## config.mk

```make
export PLATFORM = sky130hd
export DESIGN_NAME = dmem_arbiter_flat
export DESIGN_NICKNAME = d
export VERILOG_FILES = /design/src/rtl/c16_pkg.sv /design/src/rtl/dmem_arbiter_if.sv /design/src/rtl/dmem_pick.sv /design/src/rtl/dmem_arbiter.sv /design/src/flat_wrapper.sv
export SDC_FILE = /design/constraint.sdc
export NUM_CORES = 1
export LEC_CHECK = 0
export CORE_AREA = 2 2 61 63
export DETAILED_ROUTE_END_ITERATION = 16
export DIE_AREA = 0 0 63 65
export DONT_BUFFER_PORTS = 1
export SYNTH_ARGS = -nofsm -noshare
export SYNTH_HDL_FRONTEND = slang
export SYNTH_SLANG_ARGS = --single-unit
```

## constraint.sdc

```tcl
create_clock -name clk -period 1.84 [get_ports clk]
set_input_delay 0.092 -clock clk [delete_from_list [all_inputs] [get_ports clk]]
set_output_delay 0.092 -clock clk [all_outputs]
set_load 0.05 [all_outputs]
```

## src/rtl/c16_pkg.sv

```systemverilog
// rtl/c16_pkg.sv - shared c16 core types: requester ids, read-pending record, bus widths
package c16_pkg;

    localparam int C16_AW = 16;
    localparam int C16_DW = 16;

    typedef enum logic {
        REQ_CORE   = 1'b0,
        REQ_LOADER = 1'b1
    } req_id_t;

    typedef struct packed {
        logic    valid;
        req_id_t owner;
    } rd_pend_t;

endpackage

```

## src/rtl/dmem_arbiter_if.sv

```systemverilog
// rtl/dmem_arbiter_if.sv - data-memory port bundle: core and loader requesters plus RAM port B
interface dmem_arbiter_if #(
    parameter int AW = 16,
    parameter int DW = 16
);
    logic          core_req;
    logic          core_we;
    logic [AW-1:0] core_addr;
    logic [DW-1:0] core_wdata;
    logic          core_gnt;
    logic          core_rvalid;
    logic [DW-1:0] core_rdata;
    logic          core_stall;

    logic          ldr_req;
    logic          ldr_we;
    logic [AW-1:0] ldr_addr;
    logic [DW-1:0] ldr_wdata;
    logic          ldr_gnt;
    logic          ldr_rvalid;
    logic [DW-1:0] ldr_rdata;

    logic [AW-1:0] mem_addr;
    logic [DW-1:0] mem_wdata;
    logic          mem_wren;
    logic [DW-1:0] mem_rdata;

    modport slave (
        input  core_req, core_we, core_addr, core_wdata,
        output core_gnt, core_rvalid, core_rdata, core_stall,
        input  ldr_req, ldr_we, ldr_addr, ldr_wdata,
        output ldr_gnt, ldr_rvalid, ldr_rdata,
        output mem_addr, mem_wdata, mem_wren,
        input  mem_rdata
    );

    modport master (
        output core_req, core_we, core_addr, core_wdata,
        input  core_gnt, core_rvalid, core_rdata, core_stall,
        output ldr_req, ldr_we, ldr_addr, ldr_wdata,
        input  ldr_gnt, ldr_rvalid, ldr_rdata,
        input  mem_addr, mem_wdata, mem_wren,
        output mem_rdata
    );

endinterface

```

## src/rtl/dmem_pick.sv

```systemverilog
// rtl/dmem_pick.sv - combinational winner select; C16_DMEM_ARB_RR_EN selects round-robin over core-first
module dmem_pick
    import c16_pkg::*;
#(
    parameter int STARVE_LIMIT = 3
) (
    input  logic       core_req,
    input  logic       ldr_req,
`ifdef C16_DMEM_ARB_RR_EN
    input  req_id_t    last_win,
`else
    input  logic [3:0] starve_cnt,
`endif
    output logic       core_win,
    output logic       ldr_win
);

    always_comb begin
        core_win = 1'b0;
        ldr_win  = 1'b0;
        if (core_req && ldr_req) begin
`ifdef C16_DMEM_ARB_RR_EN
            if (last_win == REQ_LOADER) core_win = 1'b1;
            else                        ldr_win  = 1'b1;
`else
            // A starved loader jumps ahead of the core for one grant
            if (starve_cnt == 4'(STARVE_LIMIT)) ldr_win  = 1'b1;
            else                                core_win = 1'b1;
`endif
        end else begin
            core_win = core_req;
            ldr_win  = ldr_req;
        end
    end

endmodule

```

## src/rtl/dmem_arbiter.sv

```systemverilog
// rtl/dmem_arbiter.sv - shares RAM port B between core load/store and loader; C16_DMEM_ARB_RR_EN enables round-robin
module dmem_arbiter
    import c16_pkg::*;
#(
    parameter int AW           = C16_AW,
    parameter int DW           = C16_DW,
    parameter int STARVE_LIMIT = 3
) (
    input  logic           clk,
    input  logic           rst,
    dmem_arbiter_if.slave  bus
);

    logic     core_win;
    logic     ldr_win;
    rd_pend_t rd_pend;

`ifdef C16_DMEM_ARB_RR_EN
    req_id_t last_win;

    always_ff @(posedge clk) begin
        if (rst)               last_win <= REQ_LOADER;
        else if (bus.core_gnt) last_win <= REQ_CORE;
        else if (bus.ldr_gnt)  last_win <= REQ_LOADER;
    end
`else
    logic [3:0] starve_cnt;

    always_ff @(posedge clk) begin
        if (rst || !bus.ldr_req || bus.ldr_gnt)
            starve_cnt <= 4'd0;
        else if (starve_cnt != 4'(STARVE_LIMIT))
            starve_cnt <= starve_cnt + 4'd1;
    end
`endif

    dmem_pick #(
        .STARVE_LIMIT (STARVE_LIMIT)
    ) u_pick (
        .core_req   (bus.core_req),
        .ldr_req    (bus.ldr_req),
`ifdef C16_DMEM_ARB_RR_EN
        .last_win   (last_win),
`else
        .starve_cnt (starve_cnt),
`endif
        .core_win   (core_win),
        .ldr_win    (ldr_win)
    );

    // Reset overrides any request in the same cycle
    assign bus.core_gnt   = core_win & ~rst;
    assign bus.ldr_gnt    = ldr_win & ~rst;
    assign bus.core_stall = bus.core_req & ~bus.core_gnt;

    always_comb begin
        bus.mem_addr  = {AW{1'b0}};
        bus.mem_wdata = {DW{1'b0}};
        bus.mem_wren  = 1'b0;
        if (bus.core_gnt) begin
            bus.mem_addr  = bus.core_addr;
            bus.mem_wdata = bus.core_wdata;
            bus.mem_wren  = bus.core_we;
        end else if (bus.ldr_gnt) begin
            bus.mem_addr  = bus.ldr_addr;
            bus.mem_wdata = bus.ldr_wdata;
            bus.mem_wren  = bus.ldr_we;
        end
    end

    always_ff @(posedge clk) begin
        if (rst) begin
            rd_pend.valid <= 1'b0;
            rd_pend.owner <= REQ_CORE;
        end else begin
            rd_pend.valid <= (bus.core_gnt & ~bus.core_we) | (bus.ldr_gnt & ~bus.ldr_we);
            rd_pend.owner <= bus.ldr_gnt ? REQ_LOADER : REQ_CORE;
        end
    end

    // A return in flight when reset hits is dropped, not delivered
    assign bus.core_rvalid = rd_pend.valid & (rd_pend.owner == REQ_CORE) & ~rst;
    assign bus.ldr_rvalid  = rd_pend.valid & (rd_pend.owner == REQ_LOADER) & ~rst;
    assign bus.core_rdata  = bus.core_rvalid ? bus.mem_rdata : {DW{1'b0}};
    assign bus.ldr_rdata   = bus.ldr_rvalid ? bus.mem_rdata : {DW{1'b0}};

endmodule

```

## src/flat_wrapper.sv

```systemverilog
// flat-port wrapper written by rule: the top's interface ports become plain ports
module dmem_arbiter_flat import c16_pkg::*;
#(
    parameter int AW           = C16_AW,
    parameter int DW           = C16_DW,
    parameter int STARVE_LIMIT = 3
)
  (clk, rst, bus_core_req, bus_core_we, bus_core_addr, bus_core_wdata, bus_core_gnt, bus_core_rvalid, bus_core_rdata, bus_core_stall, bus_ldr_req, bus_ldr_we, bus_ldr_addr, bus_ldr_wdata, bus_ldr_gnt, bus_ldr_rvalid, bus_ldr_rdata, bus_mem_addr, bus_mem_wdata, bus_mem_wren, bus_mem_rdata);
  dmem_arbiter_if #(.AW(AW), .DW(DW)) bus_i ();
  input  logic clk;
  input  logic rst;
  input wire logic [$bits(bus_i.core_req)-1:0] bus_core_req;
  input wire logic [$bits(bus_i.core_we)-1:0] bus_core_we;
  input wire logic [$bits(bus_i.core_addr)-1:0] bus_core_addr;
  input wire logic [$bits(bus_i.core_wdata)-1:0] bus_core_wdata;
  output wire logic [$bits(bus_i.core_gnt)-1:0] bus_core_gnt;
  output wire logic [$bits(bus_i.core_rvalid)-1:0] bus_core_rvalid;
  output wire logic [$bits(bus_i.core_rdata)-1:0] bus_core_rdata;
  output wire logic [$bits(bus_i.core_stall)-1:0] bus_core_stall;
  input wire logic [$bits(bus_i.ldr_req)-1:0] bus_ldr_req;
  input wire logic [$bits(bus_i.ldr_we)-1:0] bus_ldr_we;
  input wire logic [$bits(bus_i.ldr_addr)-1:0] bus_ldr_addr;
  input wire logic [$bits(bus_i.ldr_wdata)-1:0] bus_ldr_wdata;
  output wire logic [$bits(bus_i.ldr_gnt)-1:0] bus_ldr_gnt;
  output wire logic [$bits(bus_i.ldr_rvalid)-1:0] bus_ldr_rvalid;
  output wire logic [$bits(bus_i.ldr_rdata)-1:0] bus_ldr_rdata;
  output wire logic [$bits(bus_i.mem_addr)-1:0] bus_mem_addr;
  output wire logic [$bits(bus_i.mem_wdata)-1:0] bus_mem_wdata;
  output wire logic [$bits(bus_i.mem_wren)-1:0] bus_mem_wren;
  input wire logic [$bits(bus_i.mem_rdata)-1:0] bus_mem_rdata;
  assign bus_i.core_req = bus_core_req;
  assign bus_i.core_we = bus_core_we;
  assign bus_i.core_addr = bus_core_addr;
  assign bus_i.core_wdata = bus_core_wdata;
  assign bus_core_gnt = bus_i.core_gnt;
  assign bus_core_rvalid = bus_i.core_rvalid;
  assign bus_core_rdata = bus_i.core_rdata;
  assign bus_core_stall = bus_i.core_stall;
  assign bus_i.ldr_req = bus_ldr_req;
  assign bus_i.ldr_we = bus_ldr_we;
  assign bus_i.ldr_addr = bus_ldr_addr;
  assign bus_i.ldr_wdata = bus_ldr_wdata;
  assign bus_ldr_gnt = bus_i.ldr_gnt;
  assign bus_ldr_rvalid = bus_i.ldr_rvalid;
  assign bus_ldr_rdata = bus_i.ldr_rdata;
  assign bus_mem_addr = bus_i.mem_addr;
  assign bus_mem_wdata = bus_i.mem_wdata;
  assign bus_mem_wren = bus_i.mem_wren;
  assign bus_i.mem_rdata = bus_mem_rdata;
  dmem_arbiter #(.AW(AW), .DW(DW), .STARVE_LIMIT(STARVE_LIMIT)) u_core (.clk(clk), .rst(rst), .bus(bus_i));
endmodule
```

### Word level (Yosys, flattened, before mapping)

Cells that the tools add are included.

| storage, ports and cells | value |
|---|---|
| bits in registers | 6 |
| input port bits | 86 |
| output and inout bits | 70 |
| logic and storage cells | 38 |

| operators by class | value |
|---|---|
| add/subtract/negate cells | 1 |
| eq/ne operators | 2 |
| muxes and demuxes | 13 |
| bitwise gates (word level) | 15 |
| reduce and logical (&&, ||, !) cells | 4 |

Operators with widths:

| kind | number |
|---|---|
| two-way mux 16 bit | 6 |
| AND 1 bit | 9 |
| two-way mux 1 bit | 7 |
| NOT 1 bit | 5 |
| adder 4 x 1 -> 4 bit (second input constant) | 1 |
| equality test 4 x 2 -> 1 bit (second input constant) | 1 |
| inequality test 4 x 2 -> 1 bit (second input constant) | 1 |
| logical OR 1 bit | 2 |
| logical AND 1 bit | 1 |
| zero test 1 bit | 1 |
| OR 1 bit | 1 |

### Logic depth before layout (Yosys ltp)

| logic depth | value |
|---|---|
| depth in word-level cells | 6 |
| mapped depth | 6 |
| gate-level depth less buffers | 4 |

### Modules after synthesis

From an unflattened synthesis, not the netlist that was laid out.

| second synthesis, totals | value |
|---|---|
| cell total of the unflattened synthesis | 108 |
| area total of the unflattened synthesis | 938.4 um^2 |

By module, submodules not included:

| module | times used | cells each | area each (um^2) |
|---|---|---|---|
| dmem_arbiter | 1 | 104 | 910.9 |
| dmem_pick | 1 | 4 | 27.5 |

### Least setup slack after synthesis

No wires, ideal clock.

| timing path | value |
|---|---|
| path type | flip-flop to output port |
| start | register u_core.starve_cnt[0] |
| end | output bus_core_stall |
| data arrival time | 1.818 ns |
| data required time | 1.748 ns |
| slack | -0.070 ns |
| stages on the path, launching flop included | 6 |
| buffers on the path | 1 |
| cell sequence | dfxtp_1 > ha_1 > nor3b_4 > a21oi_2 > buf_2 > nor2_1 |

| between the ends | value |
|---|---|
| longest elaborated chain between the ends | 6 |

Ends and longest elaborated chain:

| what | line | source |
|---|---|---|
| from (decl) | dmem_arbiter.sv:27 | `logic [3:0] starve_cnt;` |
| from (signal assigned) | dmem_arbiter.sv:33 | `starve_cnt <= starve_cnt + 4'd1;` |
| equality test 4 x 2 -> 1 bit | dmem_pick.sv:27 | `if (starve_cnt == 4'(STARVE_LIMIT)) ldr_win = 1'b1;` |
| two-way mux 1 bit | dmem_pick.sv:27 |  |
| two-way mux 1 bit | dmem_pick.sv:21 | `if (core_req && ldr_req) begin` |
| AND 1 bit | dmem_arbiter.sv:52 | `assign bus.core_gnt = core_win & ~rst;` |
| named net bus_core_gnt | flat_wrapper.sv:16 | `output wire logic [$bits(bus_i.core_gnt)-1:0] bus_core_gnt;` |
| NOT 1 bit | dmem_arbiter.sv:54 | `assign bus.core_stall = bus.core_req & ~bus.core_gnt;` |
| AND 1 bit | dmem_arbiter.sv:54 |  |
| to (decl) | flat_wrapper.sv:19 | `output wire logic [$bits(bus_i.core_stall)-1:0] bus_core_stall;` |

The timed path passes the listed nets, and every way through them passes these cells.

### Worst setup path after layout

| timing path | value |
|---|---|
| start | register u_core.starve_cnt[0] |
| end | output bus_mem_addr[2] |

| between the ends | value |
|---|---|
| longest elaborated chain between the ends | 6 |
| elaborated cells on any way between the ends | 9 |
| classes of those cells | eq/ne (1); mux (6); bitwise (2) |

Ends and longest elaborated chain:

| what | line | source |
|---|---|---|
| equality test 4 x 2 -> 1 bit (*) | dmem_pick.sv:27 |  |
| two-way mux 1 bit | dmem_pick.sv:27 |  |
| two-way mux 1 bit | dmem_pick.sv:21 |  |
| AND 1 bit | dmem_arbiter.sv:53 | `assign bus.ldr_gnt = ldr_win & ~rst;` |
| two-way mux 16 bit | dmem_arbiter.sv:64 | `end else if (bus.ldr_gnt) begin` |
| two-way mux 16 bit (*) | dmem_arbiter.sv:60 | `if (bus.core_gnt) begin` |
| to (decl) | flat_wrapper.sv:27 | `output wire logic [$bits(bus_i.mem_addr)-1:0] bus_mem_addr;` |

Mark *: on every way between the ends. The rest lies on a longest branch, timed or not.

==> results.json <==
{
  "p_sw_frac": 0.446,
  "clock-sinks": 6,
  "leakagePower_nw": 0.881,
  "die_h_um": 65,
  "synthesis.nets": 192,
  "synthCells": 105,
  "cts_root_buf": "clkbuf_4",
  "netSwitchingPower_uw": 349,
  "outcome": "finished with violations",
  "fin_crit_sh": 1.02,
  "wl_per_cell_um": 18.9,
  "num_vias": 1060,
  "die-area_sq_um": 4100,
  "synth_edf_count": 0,
  "via_per_inst": 5.25,
  "synth.ff_latch_count": 6,
  "path_clk_slew_ns": 0.04,
  "grt_start_max_net_pins": 36,
  "relSlewSlack": 0.669,
  "place_congestion": 0.772,
  "criticalPathCategory": "reg2out",
  "area_delta_synth_final_pct": 120,
  "grt-ovfl-total": 0,
  "layout_setup_ws_ns": -0.0405,
  "postRouteWirelength_um": 3820,
  "synthMuxAreaShare": 0.0133,
  "power_uw": 782,
  "core_area_sq_um": 3500,
  "ant_nets": 0,
  "reg2reg_to": "u_core.starve_cnt[3]",
  "diodes": 0,
  "hp-class": "in2reg",
  "drt_iter0_markers": 15,
  "fin_skew_ns": 0.00182,
  "synthAdderAreaFrac": 0.0148,
  "path_max_fanout": 13,
  "r2r_cells": 7,
  "antenna_found_initial": 0,
  "dp.final_hpwl_um": 3020,
  "cap_violations": 0,
  "synth_top_area_share": 0.352,
  "setup.worst_path.end": "bus_mem_addr[2]",
  "reg2reg_slack_ns": 0.13,
  "synthFlopType": "dfxtp_1",
  "max_freq_mhz": 532,
  "io_pins": 156,
  "violations": "negative setup slack",
  "cts_buffers": 3,
  "crit_required_ns": 1.75,
  "grt_pass1_wl_um": 5300,
  "synth_compound_area_frac": 0.386,
  "drc_errors": 0,
  "initial_core_util": 0.242,
  "report.final.hold_viol_count": 0,
  "cts_tree": "done",
  "final_nets": 243,
  "p_int_uw": 433,
  "async_flop_share": 0,
  "arrival_ns": 1.79,
  "final_core_util": 0.532,
  "tightest_slew_ns": 0.500,
  "syn-cell-area_sq_um": 847,
  "period_needed_ns": 1.88,
  "synthTopCellsByArea": "a22o_1 35%, and2_1 24%, dfxtp_1 14%",
  "endpoint_kind": "output pin",
  "final_layout_size_suffix_gt1_frac": 0.584,
  "rows": 22,
  "rsz0062_at_grt": "yes",
  "synth-xor-area-share": 0.0103,
  "synthTopCellsByCount": "34 x a22o_1, 32 x and2_1, 6 x dfxtp_1",
  "yosysUniqueCellTypes": 20,
  "yosysMostFrequentCell": "a22o_1",
  "pwr-share-comb": 0.674,
  "start_kind": "register",
  "clkLatencyLatePin_ns": 0.24,
  "seqPwrFrac": 0.175,
  "finalMaxSlewViolations": 0,
  "setup-violations-final": 29,
  "avgSynthCellArea_sq_um": 8.07,
  "synth.largest_area_cell": "a22o_1",
  "grt.total_usage": 0.168,
  "r2r_start": "u_core.starve_cnt[0]",
  "clock_tree.buffer_depth": 2,
  "yosys.area_share.simple": 0.325,
  "die_x_um": 63,
  "clkPwrFrac": 0.151,
  "grt_pass1_vias": 1079,
  "cts-htree-levels": 1,
  "ir_drop_uv": 188,
  "pwr_density_cell_nw_per_um2": 420,
  "firstDrtPassIters": 3,
  "synth_top_family_by_area": "compound AO/OA/AOI/OAI gates",
  "portBuffers": 0,
  "ys_warn_count": 0,
  "ys_seq_area_frac": 0.142,
  "crit_start": "u_core.starve_cnt[0]"
}
-- how the worst min path moves through the flow --
stage / startpoint / to / slack (ns) / depth (start not counted)
finish: bus_core_we / u_core.rd_pend[1] / 0.02 / 2
global route: bus_core_we / u_core.rd_pend[1] / 0.02 / 2
CTS: bus_core_we / u_core.rd_pend[1] / 0.01 / 2
detailed placement: bus_ldr_req / u_core.rd_pend[0] / 0.24 / 1
global placement: bus_ldr_req / u_core.rd_pend[0] / 0.23 / 1
floorplan: bus_ldr_req / u_core.rd_pend[0] / 0.23 / 1
-- critical path, cell delays in order, from the launching register on --
cell and delay (ns):
dfxtp_2 0.36, ha_4 0.14, nor3b_4 0.21, buf_6 0.13, a21oi_4 0.06, buf_12 0.13, buf_12 0.14, a22o_4 0.23
buf_12 0.15
-- placed cells by master (no fill, tap or decap), drive strengths merged --
cell type	Yosys	routed
a21oi	1	1
a22o	34	34
and2	32	32
and3	1	1
buf	9	55
clkbuf	1	3
dfxtp	6	6
dlygate4sd3	0	1
ha	1	1
inv	5	5
mux2	1	1
nand2	1	1
nand2b	1	1
nand3	1	1
nor2	5	5
nor3b	2	2
o211a	2	2
or3b	1	1
xor2	1	1
-- what timing repair did --
action / in CTS / in global routing
cloned: 1 / 0
pin swaps: 3 / 2
hold buffers: 1 / 0
hold endpoints to repair: 1 / 0
resized for setup: 21 / 10
setup endpoints to repair: 34 / 34
setup buffers: 3 / 2
-- stage by stage --
step                      hold WS, ns  TNS [ns]  instance area, sq um  instances  setup slack, ns
after detailed placement        0.238         0                  1570        193           0.0820
after global routing           0.0182     -2.37                  1860        202          -0.0930
after global placement          0.233         0                  1570        193            0.134
after CTS                      0.0120    -0.804                  1800        201          -0.0507
final                          0.0156    -0.741                  1860        202          -0.0405
after floorplan                 0.225   -0.0697                   857        105          -0.0697
-- power by group through the flow --
stage | registers (mW) | clock network (mW) | logic (mW)
after detailed placement | 0.138 | 0 | 0.477
after floorplan | 0.137 | 0 | 0.300
after CTS | 0.137 | 0.124 | 0.519
after global routing | 0.137 | 0.135 | 0.541
after global placement | 0.138 | 0 | 0.471
final | 0.137 | 0.118 | 0.527
-- layer usage --
metal,global-route usage,share of wire,up-vias
met2,0.367,0.58,97
li1,-,-,483
met1,0.150,0.30,476
met5,0,0,-
met3,0.0278,0.11,4
met4,0.0583,0.011,0
-- cell families after synthesis --
group / Yosys count
AND/OR/NAND/NOR: 44
buffers and inverters: 15
XOR/XNOR: 1
AO/OA/AOI/OAI: 37
adder cells (fa/ha/maj): 1
flip-flops: 6
multiplexers: 1
-- flip-flops by register name, indices dropped and copies added (netlist names) --
name and count:
u_core.rd_pend 2, u_core.starve_cnt 4
-- layout make-up --
| cell class | count | area, sq um |
|---|---|---|
| Tap cell | 48 | 60.1 |
| Inverter | 5 | 18.8 |
| Fill cell | 275 | 1640 |
| Sequential cell | 6 | 123 |
| Multi-Input combinational cell | 84 | 840 |
| Clock buffer | 3 | 22.5 |
| Timing Repair Buffer | 56 | 797 |
Note: power is estimated with default switching activity, not from simulation.
